`src/rtl/prog_device.sv`:
```
`default_nettype none
// ============================================================================
//  prog_device : index of the least-significant zero bit of SW, found by a
//                one-bit-per-clock scan and held on HEX until the next reset.
//  Revision    : 1.0
// ============================================================================
module prog_device #(
   parameter int WIDTH = 32,
   parameter int IDX_W = 6
) (
   input  logic             clk,
   input  logic             rst,
   input  logic [WIDTH-1:0] SW,
   output logic [WIDTH-1:0] HEX
);

   typedef enum logic [1:0] {
      LOAD = 2'd0,
      SCAN = 2'd1,
      DONE = 2'd2
   } state_t;

   localparam logic [IDX_W-1:0] C_LAST_IDX = IDX_W'(WIDTH - 1);
   localparam logic [IDX_W-1:0] C_IDX_ONE  = IDX_W'(1);
   localparam logic [WIDTH-1:0] C_NO_ZERO  = WIDTH'(WIDTH);

   state_t           state_q, state_d;
   logic [WIDTH-1:0] shreg_q, shreg_d;
   logic [IDX_W-1:0] idx_q,   idx_d;
   logic [WIDTH-1:0] hex_q,   hex_d;

   always_ff @(posedge clk) begin
      if (rst) begin
         state_q <= LOAD;
         shreg_q <= '0;
         idx_q   <= '0;
         hex_q   <= '0;
      end else begin
         state_q <= state_d;
         shreg_q <= shreg_d;
         idx_q   <= idx_d;
         hex_q   <= hex_d;
      end
   end

   always_comb begin
      state_d = state_q;
      shreg_d = shreg_q;
      idx_d   = idx_q;
      hex_d   = hex_q;
      unique case (state_q)
         LOAD: begin
            shreg_d = SW;
            idx_d   = '0;
            state_d = SCAN;
         end
         SCAN: begin
            if (!shreg_q[0]) begin
               hex_d   = WIDTH'(idx_q);
               state_d = DONE;
            end else if (idx_q == C_LAST_IDX) begin
               // every bit was one: report WIDTH as "no zero found"
               hex_d   = C_NO_ZERO;
               state_d = DONE;
            end else begin
               shreg_d = shreg_q >> 1;
               idx_d   = idx_q + C_IDX_ONE;
            end
         end
         DONE: begin
            state_d = DONE;
         end
         default: begin
            state_d = LOAD;
         end
      endcase
   end

   assign HEX = hex_q;

endmodule
`default_nettype wire

```
`config.mk`:
```
export PLATFORM = sky130hd
export DESIGN_NAME = prog_device
export DESIGN_NICKNAME = d
export VERILOG_FILES = /design/src/rtl/prog_device.sv
export SDC_FILE = /design/constraint.sdc
export NUM_CORES = 1
export LEC_CHECK = 0
export ABC_AREA = 1
export CAP_MARGIN = 20
export CORE_ASPECT_RATIO = 1.75
export CORE_MARGIN = 5
export CORE_UTILIZATION = 50
export CTS_CLUSTER_DIAMETER = 50
export DETAILED_ROUTE_END_ITERATION = 6
export PLACE_DENSITY = 0.8
export SYNTH_ARGS = -nofsm -noshare
export SYNTH_HDL_FRONTEND = slang
export SYNTH_SLANG_ARGS = --single-unit
```
`constraint.sdc`:
```
create_clock -name clk -period 2.15 [get_ports clk]
set_input_delay 0.43 -clock clk [delete_from_list [all_inputs] [get_ports clk]]
set_output_delay 0.43 -clock clk [all_outputs]
set_load 0.03 [all_outputs]
```
After elaboration in Yosys (flattened, before gate mapping)
Cells that the tools add are included.
- logic and storage cells: 28
- output and inout bits: 32
- flip-flop bits (word level): 72
- bits of input ports: 34
- eq/ne operators: 7
- reductions and logical operators: 4
- add/subtract/negate cells: 1
- muxes and demuxes: 11
- operator list (kind ; count):
    2-to-1 mux 32 bit ; 4
    case mux 32 bit (2 select lines) ; 1
    2-to-1 mux 6 bit ; 2
    case mux 6 bit (2 select lines) ; 1
    adder 6 x 1 -> 6 bit, second input constant ; 1
    == test 6 x 5 -> 1 bit, second input constant ; 1
    case mux 2 bit (3 select lines) ; 1
    2-to-1 mux 2 bit ; 2
    != test 2 bit, second input constant ; 2
    != test 3 bit, second input constant ; 1
    AND reduction 3 bit ; 1
    == test 2 x 1 -> 1 bit, second input constant ; 1
    == test 2 bit, second input constant ; 1
    logical NOT 2 bit ; 1
    != test 2 x 1 -> 1 bit, second input constant ; 1
    AND reduction 2 bit ; 1
    nonzero test 2 bit ; 1

Depth between registers and ports, before layout
Gate-level depths: netlist of the first run.
- depth after elaboration: 4
- gate-level depth with buffers: 10
- mapped depth without buffers: 9

Least setup slack after synthesis of the first run
OpenSTA, ideal clock, no wires.
- path kind: register to register
- start: register state_q[1]
- end: register shreg_q[21]
- clock period less this slack: 1.457 ns
- path buffers: 2
- slack: 0.693 ns
- data arrival time: 1.344 ns
- data required time: 2.037 ns
- stages on the path, launching flop included: 11
- library setup time: 0.113 ns
- cell sequence: dfxtp_1 inv_1 ha_1 inv_2 nand2_2 buf_4 clkbuf_2 o21ai_1 nand2_1 inv_1 nor2_1
- word-level cells in the longest chain between the ends: 3
- elaborated cells between the ends (all ways): 7
- classes of those cells: 3 x eq/ne; 1 x mux; 3 x reduce/logical
- RTL lines (item ; RTL line ; RTL):
    start: declaration ; 27 ; state_t state_q, state_d;
    start signal: assignment ; 39 ; state_q <= state_d;
    == test 2 x 1 -> 1 bit or logical NOT 2 bit (tied branches) ; 51 ; unique case (state_q)
    != test 2 bit (no source line) or nonzero test 2 bit (tied branches) ; -- ;
    AND reduction 3 bit (no source line) ; -- ;
    end signal: assignment ; 40 ; shreg_q <= shreg_d;
    end: declaration ; 28 ; logic [WIDTH-1:0] shreg_q, shreg_d;
Parallel ways exist; a longest one is shown, timed or not.
A chain may end at the register's enable or synchronous reset.

Worst setup path in the final report of the first run
- start: register idx_q[0]
- end: register shreg_q[15]
- word-level cells in the longest chain between the ends: 3
- RTL lines (item ; RTL line ; RTL):
    start: declaration ; 29 ; logic [IDX_W-1:0] idx_q, idx_d;
    start signal: assignment ; 41 ; idx_q <= idx_d;
    == test 6 x 5 -> 1 bit ; 61 ; end else if (idx_q == C_LAST_IDX) begin
    != test 2 bit (no source line) ; -- ;
    AND reduction 3 bit (no source line) ; -- ;
Every way passes these cells.

==> results of run 1 <==
[report_power, final]
group / internal, mW / switching, mW / total, mW
clock: 0.219 / 0.281 / 0.500
sequential: 1.12 / 0.156 / 1.27
combinational: 0.654 / 1.33 / 1.98
total: 1.99 / 1.76 / 3.75
[sequential cells by signal, indices dropped and copies added (netlist names)]
register,count
idx_q,6
shreg_q,32
state_q,2
HEX,6
[cells in the final DEF (no fill, tap or decap), drive strengths merged]
| cell | netlist | final |
|---|---|---|
| a21oi | 16 | 16 |
| buf | 45 | 9 |
| clkbuf | 7 | 5 |
| clkdlybuf4s50 | 0 | 39 |
| clkinv | 1 | 3 |
| conb | 1 | 26 |
| dfxtp | 46 | 46 |
| ha | 3 | 3 |
| inv | 38 | 38 |
| nand2 | 64 | 64 |
| nand3 | 7 | 7 |
| nand3b | 3 | 3 |
| nand4 | 33 | 33 |
| nor2 | 41 | 41 |
| nor3 | 2 | 2 |
| o21ai | 59 | 59 |
[kinds of logic after synthesis]
logic type	synth area share (%)
buf+inv	19.4
fa+ha+maj	1.41
flops	34.6
compound gates	17.8
other cells	0.141
simple gates	26.6
[final cells by class]
type                       count  area (um^2)  area share (%)
multi-input combinational    254         1320            43.9
inverter                      39          146            4.88
tap                           55         68.8            2.29
clock buffer                   5         68.8            2.29
sequential                    46          921            30.7
timing repair buffer          48          470            15.7
clock inverter                 2         10.0           0.333
[path summary, 6_finish.rpt]
check	to	slack [ps]	depth (start not counted)
worst min-delay path	HEX[0]	470	2
worst max register to register	shreg_q[15]	230	9
worst max-delay path	shreg_q[15]	230	9
worst min register to register	HEX[0]	470	2
[through the flow]
stage	power [mW]	hold WS (ps)	cell area (um^2)	worst slack (ps)
2_1_floorplan	3.01	457	2750	693
3_3_place_gp	3.21	455	2920	325
3_5_place_dp	3.26	459	2920	230
4_1_cts	3.76	474	3000	218
5_1_grt	4.09	506	3000	100
6_report	3.75	470	3000	230
[worst max-delay path: cells and delay by family (launching register included)]
family / cells / cell delay [ps]
DFF: 1 / 360
and+or+nand+nor: 7 / 1100
buffers and inverters: 1 / 140
adders and majority gates: 1 / 230
[metal layers]
| layer | vias to the layer above | share of wire, % |
|---|---|---|
| li1 | 1197 | - |
| met1 | 1085 | 40 |
| met2 | 75 | 51 |
| met3 | 8 | 7.4 |
| met4 | 0 | 1.7 |
| met5 | - | 0 |
==> metrics.txt, run 1 <==
PostCTS Resize Cnt 0; row cnt 35; Pre-antenna DRT Iters 4; outcome finished, final reports clean; post-CTS setup buffer count 0; cells after synthesis 366; clock root buffer clkbuf_8; syn avg cell area 7.26 um^2; first-pass GRT wire length 9.62 mm; top post-synthesis cells by count nand2_1, dfxtp_1, nor2_1; via count 2365; fill cell count 494; CP arrival 2120 ps; DIE AREA 0.00693 mm^2; synthesized flop and latch total 46; Nets 431; Synth area leader dfxtp_1; area share of the largest cell type after synthesis 34.6%; top post-synthesis cells by area dfxtp_1, nand2_1, buf_4; top_reg_cell synth dfxtp_1; Post-Syn Area 0.00266 mm^2; Initial Util 51.0%; Hold Crit Class flop to flop; WS Path Type flop to flop; drt drc 0; largest net degree at the start of global routing 38; CTS tree done; hold_buf cts 0; Max stage delay on crit path 440 ps; minimum clock period 1920 ps; Critical Path Source idx_q[0]; endpoint class of the critical path flop; worst path cell trace ha_1 -> nand2_2 -> nor2_4 -> nand2_4 -> nand3_4 -> nand2_4 -> inv_1 -> nor2_1 -> nor2_1; CP max-delay cell nand2_4; Final Hold Fails 0; Finish-stage setup viols 0; fmax 0.521 GHz; Clock Path Buffers 2; IO Pins 66; grt total ovfl 0; Clock Latency Late Sink 300 ps; GRT busiest layer met2; Final Wtd Congestion 0.856; post-detailed-route count of antenna-violating nets 0; Netlist cell types 29; Via-to-Cell Ratio 5.27; hpwl dp 3.88 mm; # clock sinks 46; maximum vdd drop 0.950 mV; H-tree depth 2; diodes inserted 0; TNS Setup 0 ps; RSZ-0062 raised after global routing no; Worst EP required 2350 ps; post-layout util 57.6%; Finished Layout Cells 449; Power Density 1250 mW/mm^2; ys async rst share 0%; post-synthesis sequential area ratio 34.6%; initial antenna violation count 0; core area 0.00521 mm^2; Total GRT Usage 17.2%; number of synthesized flops with an enable pin 0; hold path start HEX[0]; r2r startpoint idx_q[0]; Routed WL per cell 12.9 um; period utilization 89.3%; Worst-path clk slew 80 ps; max-slew violation count 0; Area Overhead vs Synth 12.9%; count leader, synth nand2_1; Placed Cells 442; Max FO, Critical Path 32; Clock Skew 10.2 ps; Port Buffers 39; Routed WL 5.79 mm; YS warnings 0; # Max-Cap Violations 0; grt met2 use 30.0%; layout cell share with drive strength beyond 1 12.4%; leakage power 1.38 nW; met1 usage 19.8%; chip width 65.1 um; Die Ht 106 um; CP startpoint kind flop; Num CTS Buffers 5; initial DRC count 111; GR Util met3 4.33%; vias in the first global route 2172
No activity file was read; power rests on OpenSTA's default activity.
==> run 2, diff against run 1 <==
Settings changed: CAP_MARGIN 20 to default.
==> results of run 2 <==
No change in the layout: final DEF, timing and power equal those of run 1.
